<file path="src/rtl/frame_collision_monitor_pkg.sv">
`default_nettype none
// ============================================================================
// Module   : frame_collision_monitor_pkg
// Brief    : Shared game constants, FSM state encoding and output-flag decode.
// Revision : 1.0 - initial release
// ============================================================================
package frame_collision_monitor_pkg;

    localparam int NUM_BLOCKS            = 16;
    localparam int LIVES_INIT_DEFAULT    = 3;
    localparam int INVULN_FRAMES_DEFAULT = 60;

    typedef enum logic [2:0] {
        RESET_LVL  = 3'd0,
        PLAY       = 3'd1,
        INVULN     = 3'd2,
        LEVEL_DONE = 3'd3,
        GAME_OVER  = 3'd4
    } state_t;

    // Packed as {levelRst, hitFlash, levelDone, gameOver}
    function automatic logic [3:0] stateFlags(state_t s);
        logic [3:0] f;
        f = 4'b0000;
        case (s)
            RESET_LVL:  f = 4'b1000;
            INVULN:     f = 4'b0100;
            LEVEL_DONE: f = 4'b0010;
            GAME_OVER:  f = 4'b0001;
            default:    f = 4'b0000;
        endcase
        return f;
    endfunction

endpackage
`default_nettype wire

</file>
<file path="src/rtl/frame_collision_monitor_if.sv">
`default_nettype none
// ============================================================================
// Module   : frame_collision_monitor_if
// Brief    : Pixel-stream inputs and game status outputs of the collision monitor.
// Revision : 1.0 - initial release
// ============================================================================
interface frame_collision_monitor_if #(
    parameter int NUM_BLOCKS = 16
);
    logic                  update;
    logic [NUM_BLOCKS-1:0] blocks;
    logic                  player;
    logic                  goal;
    logic                  start;
    logic                  level_rst;
    logic [1:0]            lives;
    logic                  hit_flash;
    logic                  level_done;
    logic                  game_over;
    logic [NUM_BLOCKS-1:0] hit_mask;

    modport master (
        output update, blocks, player, goal, start,
        input  level_rst, lives, hit_flash, level_done, game_over, hit_mask
    );

    modport slave (
        input  update, blocks, player, goal, start,
        output level_rst, lives, hit_flash, level_done, game_over, hit_mask
    );
endinterface
`default_nettype wire

</file>
<file path="src/rtl/frame_collision_monitor_button_sync_edge.sv">
`default_nettype none
// ============================================================================
// Module   : button_sync_edge
// Brief    : Two-flop synchroniser for an asynchronous button plus rising-edge pulse.
// Revision : 1.0 - initial release
// ============================================================================
module button_sync_edge (
    input  wire logic clk,
    input  wire logic rst,
    input  wire logic i_btn,
    output logic      o_pulse
);
    logic r_sync1;
    logic r_sync2;
    logic r_prev;

    always_ff @(posedge clk or posedge rst) begin
        if (rst) begin
            r_sync1 <= 1'b0;
            r_sync2 <= 1'b0;
            r_prev  <= 1'b0;
        end else begin
            r_sync1 <= i_btn;
            r_sync2 <= r_sync1;
            r_prev  <= r_sync2;
        end
    end

    assign o_pulse = r_sync2 & ~r_prev;
endmodule
`default_nettype wire

</file>
<file path="src/rtl/frame_collision_monitor.sv">
`default_nettype none
// ============================================================================
// Module   : frame_collision_monitor
// Brief    : Per-frame player/obstacle/goal overlap accumulation and game FSM.
// Revision : 1.0 - initial release
// ============================================================================
module frame_collision_monitor
    import frame_collision_monitor_pkg::*;
#(
    parameter int NUM_BLOCKS    = frame_collision_monitor_pkg::NUM_BLOCKS,
    parameter int LIVES_INIT    = frame_collision_monitor_pkg::LIVES_INIT_DEFAULT,
    parameter int INVULN_FRAMES = frame_collision_monitor_pkg::INVULN_FRAMES_DEFAULT
) (
    input wire logic                clk,
    input wire logic                rst,
    frame_collision_monitor_if.slave bus
);
    state_t                r_state;
    logic                  r_updateQ;
    logic                  r_hitAcc;
    logic                  r_goalAcc;
    logic [NUM_BLOCKS-1:0] r_maskAcc;
    logic [NUM_BLOCKS-1:0] r_hitMask;
    logic [7:0]            r_timer;
    logic [1:0]            r_lives;
    logic                  r_levelRst;
    logic                  r_hitFlash;
    logic                  r_levelDone;
    logic                  r_gameOver;

    logic                  w_updateEdge;
    logic                  w_startEdge;
    logic                  w_hitClose;
    logic                  w_goalClose;
    logic [NUM_BLOCKS-1:0] w_maskTerm;
    logic [NUM_BLOCKS-1:0] w_maskClose;

    button_sync_edge u_startSync (
        .clk     (clk),
        .rst     (rst),
        .i_btn   (bus.start),
        .o_pulse (w_startEdge)
    );

    // The edge-cycle pixel is folded in so it counts toward the closing frame
    always_comb begin
        w_updateEdge = bus.update & ~r_updateQ;
        w_maskTerm   = bus.blocks & {NUM_BLOCKS{bus.player}};
        w_hitClose   = r_hitAcc  | (bus.player & (|bus.blocks));
        w_goalClose  = r_goalAcc | (bus.player & bus.goal);
        w_maskClose  = r_maskAcc | w_maskTerm;
    end

    always_ff @(posedge clk or posedge rst) begin
        if (rst) begin
            r_state     <= RESET_LVL;
            r_updateQ   <= 1'b0;
            r_hitAcc    <= 1'b0;
            r_goalAcc   <= 1'b0;
            r_maskAcc   <= '0;
            r_hitMask   <= '0;
            r_timer     <= 8'd0;
            r_lives     <= 2'(LIVES_INIT);
            {r_levelRst, r_hitFlash, r_levelDone, r_gameOver} <= stateFlags(RESET_LVL);
        end else begin
            r_updateQ <= bus.update;

            if (w_updateEdge) begin
                r_hitAcc  <= 1'b0;
                r_goalAcc <= 1'b0;
                r_maskAcc <= '0;
            end else if (r_state == PLAY) begin
                r_hitAcc  <= w_hitClose;
                r_goalAcc <= w_goalClose;
                r_maskAcc <= w_maskClose;
            end

            case (r_state)
                RESET_LVL: begin
                    if (w_updateEdge) begin
                        r_state <= PLAY;
                        {r_levelRst, r_hitFlash, r_levelDone, r_gameOver} <= stateFlags(PLAY);
                    end
                end
                PLAY: begin
                    if (w_updateEdge && w_hitClose) begin
                        r_hitMask <= w_maskClose;
                        if (r_lives <= 2'd1) begin
                            r_lives <= 2'd0;
                            r_state <= GAME_OVER;
                            {r_levelRst, r_hitFlash, r_levelDone, r_gameOver} <= stateFlags(GAME_OVER);
                        end else begin
                            r_lives <= r_lives - 2'd1;
                            r_timer <= 8'(INVULN_FRAMES);
                            r_state <= INVULN;
                            {r_levelRst, r_hitFlash, r_levelDone, r_gameOver} <= stateFlags(INVULN);
                        end
                    end else if (w_updateEdge && w_goalClose) begin
                        r_state <= LEVEL_DONE;
                        {r_levelRst, r_hitFlash, r_levelDone, r_gameOver} <= stateFlags(LEVEL_DONE);
                    end
                end
                INVULN: begin
                    if (w_updateEdge) begin
                        if (r_timer != 8'd0) begin
                            r_timer <= r_timer - 8'd1;
                        end
                        if (r_timer <= 8'd1) begin
                            r_state <= PLAY;
                            {r_levelRst, r_hitFlash, r_levelDone, r_gameOver} <= stateFlags(PLAY);
                        end
                    end
                end
                LEVEL_DONE: begin
                    if (w_startEdge) begin
                        r_state <= RESET_LVL;
                        {r_levelRst, r_hitFlash, r_levelDone, r_gameOver} <= stateFlags(RESET_LVL);
                    end
                end
                GAME_OVER: begin
                    if (w_startEdge) begin
                        r_lives <= 2'(LIVES_INIT);
                        r_state <= RESET_LVL;
                        {r_levelRst, r_hitFlash, r_levelDone, r_gameOver} <= stateFlags(RESET_LVL);
                    end
                end
                default: begin
                    r_state <= RESET_LVL;
                    {r_levelRst, r_hitFlash, r_levelDone, r_gameOver} <= stateFlags(RESET_LVL);
                end
            endcase
        end
    end

    assign bus.level_rst  = r_levelRst;
    assign bus.lives      = r_lives;
    assign bus.hit_flash  = r_hitFlash;
    assign bus.level_done = r_levelDone;
    assign bus.game_over  = r_gameOver;
    assign bus.hit_mask   = r_hitMask;
endmodule
`default_nettype wire

</file>
<file path="src/flat_wrapper.sv">
// flat-port wrapper written by rule: the top's interface ports become plain ports
module frame_collision_monitor_flat import frame_collision_monitor_pkg::*;
#(
    parameter int NUM_BLOCKS    = frame_collision_monitor_pkg::NUM_BLOCKS,
    parameter int LIVES_INIT    = frame_collision_monitor_pkg::LIVES_INIT_DEFAULT,
    parameter int INVULN_FRAMES = frame_collision_monitor_pkg::INVULN_FRAMES_DEFAULT
)
  (clk, rst, bus_update, bus_blocks, bus_player, bus_goal, bus_start, bus_level_rst, bus_lives, bus_hit_flash, bus_level_done, bus_game_over, bus_hit_mask);
  frame_collision_monitor_if #(.NUM_BLOCKS(NUM_BLOCKS)) bus_i ();
  input wire logic clk;
  input wire logic rst;
  input wire logic [$bits(bus_i.update)-1:0] bus_update;
  input wire logic [$bits(bus_i.blocks)-1:0] bus_blocks;
  input wire logic [$bits(bus_i.player)-1:0] bus_player;
  input wire logic [$bits(bus_i.goal)-1:0] bus_goal;
  input wire logic [$bits(bus_i.start)-1:0] bus_start;
  output wire logic [$bits(bus_i.level_rst)-1:0] bus_level_rst;
  output wire logic [$bits(bus_i.lives)-1:0] bus_lives;
  output wire logic [$bits(bus_i.hit_flash)-1:0] bus_hit_flash;
  output wire logic [$bits(bus_i.level_done)-1:0] bus_level_done;
  output wire logic [$bits(bus_i.game_over)-1:0] bus_game_over;
  output wire logic [$bits(bus_i.hit_mask)-1:0] bus_hit_mask;
  assign bus_i.update = bus_update;
  assign bus_i.blocks = bus_blocks;
  assign bus_i.player = bus_player;
  assign bus_i.goal = bus_goal;
  assign bus_i.start = bus_start;
  assign bus_level_rst = bus_i.level_rst;
  assign bus_lives = bus_i.lives;
  assign bus_hit_flash = bus_i.hit_flash;
  assign bus_level_done = bus_i.level_done;
  assign bus_game_over = bus_i.game_over;
  assign bus_hit_mask = bus_i.hit_mask;
  frame_collision_monitor #(.NUM_BLOCKS(NUM_BLOCKS), .LIVES_INIT(LIVES_INIT), .INVULN_FRAMES(INVULN_FRAMES)) u_core (.clk(clk), .rst(rst), .bus(bus_i));
endmodule
</file>
<file path="config.mk">
export PLATFORM = sky130hd
export DESIGN_NAME = frame_collision_monitor_flat
export DESIGN_NICKNAME = d
export VERILOG_FILES = /design/src/rtl/frame_collision_monitor_pkg.sv /design/src/rtl/frame_collision_monitor_if.sv /design/src/rtl/frame_collision_monitor_button_sync_edge.sv /design/src/rtl/frame_collision_monitor.sv /design/src/flat_wrapper.sv
export SDC_FILE = /design/constraint.sdc
export NUM_CORES = 1
export LEC_CHECK = 0
export ABC_CLOCK_PERIOD_IN_PS = 5200
export BUFFER_PORTS_ARGS = -buffer_cell sky130_fd_sc_hd__buf_2
export CORE_MARGIN = 5
export CORE_UTILIZATION = 59
export CTS_BUF_LIST = sky130_fd_sc_hd__clkbuf_16
export DETAILED_ROUTE_END_ITERATION = 10
export HOLD_SLACK_MARGIN = 0.08
export PLACE_DENSITY = 0.9
export SLEW_MARGIN = 15
export SYNTH_ARGS = -nofsm -noshare
export SYNTH_HDL_FRONTEND = slang
export SYNTH_HIERARCHICAL = 1
export SYNTH_SLANG_ARGS = --single-unit
export TNS_END_PERCENT = 5
</file>
<file path="constraint.sdc">
create_clock -name clk -period 5.2 [get_ports clk]
set_input_delay 1.04 -clock clk [delete_from_list [all_inputs] [get_ports clk]]
set_output_delay 1.04 -clock clk [all_outputs]
set_load 0.1 [all_outputs]
</file>
==> impl_metrics.csv <==
group,metric,value,unit
setup_path,reg2reg_slack,2.81,ns
floorplanning,fp.dieH,74.82,µm
timing,period_minus_slack,2.885,ns
cts,clockRootBuffer,"clkbuf_16",
place,placed_cell_area,0.002710,mm²
run,cap_violations,0,
timing,slew_violations,0,
route,dr_total_vias,2017,
timing,final_hold_viol_count,0,
yosys,synthesis.area,0.002479,mm²
route,via_per_inst,5.915,
floorplanning,core,0.004029,mm²
yosys,synth_nets,275,
timing,fmax,346.6,MHz
yosys,ys.warnings.count,6,
setup_path,end_kind,"register",
route,antenna_left,0,
min_path,min_from,"u_core/u_startSync/r_sync1",
layout,final_layout_size_suffix_gt1_share,23.71,%
yosys,synth_area_leaders,"dfrtp_1, a21oi_1, nor2_1",
cts,clkTransAtPathRegs,0.08,ns
timing,skew,0.009982,ns
setup_path,reg2regPathDepth,6,
setup_path,worst_ep_required_time,5.37,ns
timing,slew_headroom,41.63,%
yosys,yosys.area.top_type,"dfrtp_1",
route,drt-pass1-iter-count,5,
layout,num-nets-final,315,
cts,numCtsBuffers,5,
setup_path,path_max_fanout,24,
min_path,min_to,"u_core/u_startSync/r_sync2",
cts,cts_setup_buffers,0,
cts,hold_buffers,0,
grt,grt_max_degree,53,
layout,n_fill_cell,318,
cts,clock_latency,0.29,ns
min_path,min_path_cells,0,
grt,grtUsageTotal,21.73,%
timing,tightest_slew,0.8745,ns
floorplanning,die_w,74.82,µm
place,portBuffers,43,
floorplanning,start_util,61.52,%
cts,post_cts_resized,0,
setup_path,r2r-end,"u_core/bus.hit_flash",
yosys,synth_seq_cells,55,
min_path,holdCritPathClass,"register to register",
outcome,status,"finished clean",
floorplanning,row_count,23,
yosys,syn_area_per_cell,9.915,µm²
setup_path,worstSetupStartpointType,"primary input",
route,drc,0,
route,first_iter_violations,206,
grt,grt_pass1_vias,2031,
timing,fin_crit_sh,55.48,%
setup_path,rr_startpoint,"u_core/r_updateQ",
layout,diodes,0,
timing,setup_violations,0,
cts,cts_sinks,55,
grt,grt_first_pass_wirelength,9.287,mm
cts,clk_path_buf_depth,2,
layout,design_area,0.002860,mm²
yosys,yosysSeqAreaShare,55.68,%
yosys,yosysTopAreaCellShare,52.50,%
place,dp_hpwl,3.731,mm
route,wl_per_cell,15.89,µm
timing,rsz0062_at_grt,"no",
yosys,yosysUniqueCellTypes,45,
place,routabilityCongestion,0.8374,
floorplanning,die_area,0.005597,mm²
timing,fin_tns_setup,0,ns
route,wl,5.420,mm
floorplanning,ios,44,
layout,syn2layout_area_growth,15.40,%
cts,cts_tree,"done",
cts,cts-htree-levels,2,
setup_path,cp_data_arrival_time,3.05,ns
setup_path,critPathKind,"primary input to register",
grt,overflow,0,
grt,antenna_found_initial,0,
yosys,syn-instance-count,250,
[cells in the mapped netlist]
master	instances
or4_4	1
nand4_1	4
o211ai_1	2
nor2b_4	1
buf_2	4
ha_1	3
nand2b_1	2
o21bai_1	2
a31oi_4	1
nand3b_1	1
nor3b_1	2
o31ai_1	5
nor4_1	5
a21oi_2	1
a21bo_2	1
a2111oi_0	1
or4_1	1
inv_1	8
dfrtp_1	52
o2111ai_1	1
nand3_1	2
a21o_1	2
or2_2	2
o2bb2ai_1	1
nand2_1	27
a31oi_1	2
dfstp_2	3
o22a_1	2
nor2b_1	1
nor3_2	2
nor3_1	5
o21a_1	1
mux2i_1	1
nor2_1	29
a211o_4	1
a21oi_1	37
o211ai_2	1
o21ai_0	19
a211o_1	1
a41oi_1	1
and2_1	1
buf_6	2
clkbuf_1	7
mux2_4	1
or3b_1	1
[cells by family after synthesis]
| logic type | after synthesis | share of synthesized area, % |
|---|---|---|
| DFF | 55 | 55.68 |
| muxes | 2 | 1.009 |
| adders and majority gates | 3 | 1.515 |
| and+or+nand+nor | 87 | 17.06 |
| buffers and inverters | 21 | 3.988 |
| AOI/OAI and AO/OA | 82 | 20.75 |
[worst max-delay path, cell delays in order]
cell and delay [ns]:
buf_2 0.12, nor4_1 0.52, a41oi_1 0.36, o211ai_2 0.51, buf_4 0.35, o21ai_0 0.14
[per-stage QoR]
stage	hold slack [ns]	std cells	setup WS [ns]	utilization [%]
finish	0.3610	341	2.315	70.99
detailed placement	0.3449	333	2.030	67.27
global route	0.3586	341	2.168	70.99
CTS	0.3616	341	2.343	70.96
global placement	0.3341	333	2.080	67.27
floorplan	0.3312	250	2.618	-
[layer usage]
metal | share of wire (%) | vias up | global-route usage [%]
met4 | 1.4 | 0 | 9.486
met5 | 0 | - | 0
li1 | - | 966 | -
met2 | 50 | 84 | 35.32
met3 | 5.6 | 7 | 3.872
met1 | 43 | 960 | 28.77
[layout make-up]
class	instances	area (µm²)	area share (%)
clock inverters	3	23.77	0.8311
multi-input cells	174	999.7	34.95
flip-flops and latches	55	1380	48.25
well taps	50	62.56	2.187
clock buffers	5	125.1	4.374
repair buffers	46	237.7	8.311
inverters	8	31.28	1.094
[state kept, by name, indices dropped and copies added, names as in the netlist]
| signal | cells |
|---|---|
| u_core/r_goalAcc | 1 |
| u_core/r_state | 3 |
| u_core/u_startSync/r_sync1 | 1 |
| u_core/bus.hit_mask | 16 |
| u_core/bus.level_rst | 1 |
| u_core/r_timer | 8 |
| u_core/u_startSync/r_prev | 1 |
| u_core/bus.game_over | 1 |
| u_core/r_updateQ | 1 |
| u_core/bus.hit_flash | 1 |
| u_core/bus.level_done | 1 |
| u_core/r_hitAcc | 1 |
| u_core/bus.lives | 2 |
| u_core/r_maskAcc | 16 |
| u_core/u_startSync/r_sync2 | 1 |
[how the worst max path moves through the flow]
stage	startpoint	to	slack (ns)	depth (start not counted)
3_3_place_gp	bus_update	u_core/bus.hit_flash	2.08	7
5_1_grt	bus_blocks[4]	u_core/bus.hit_mask[15]	2.17	7
3_5_place_dp	bus_update	u_core/bus.hit_flash	2.03	7
6_report	bus_blocks[4]	u_core/bus.hit_mask[12]	2.32	6
4_1_cts	bus_update	u_core/bus.hit_flash	2.34	7
2_1_floorplan	bus_update	u_core/bus.hit_flash	2.62	6
[cells in the final DEF (no fill, tap or decap), types with 2 or more instances in the layout]
cell,instances
buf_4,3
nor3b_1,2
dfrtp_1,52
o31ai_1,5
clkbuf_16,5
nor3_1,5
a21o_1,2
o211ai_1,2
ha_1,3
nor2_1,29
inv_1,7
a21oi_1,37
nand2b_1,2
o22a_1,2
nand3_1,2
a31oi_1,2
nor3_2,2
nand4_1,4
buf_2,43
o21ai_0,19
dfstp_2,3
o21bai_1,2
nor4_1,5
nand2_1,27
or2_2,2
Power is not shown: default switching activity piles up to over one toggle a cycle in this logic, so the estimate is an artifact.
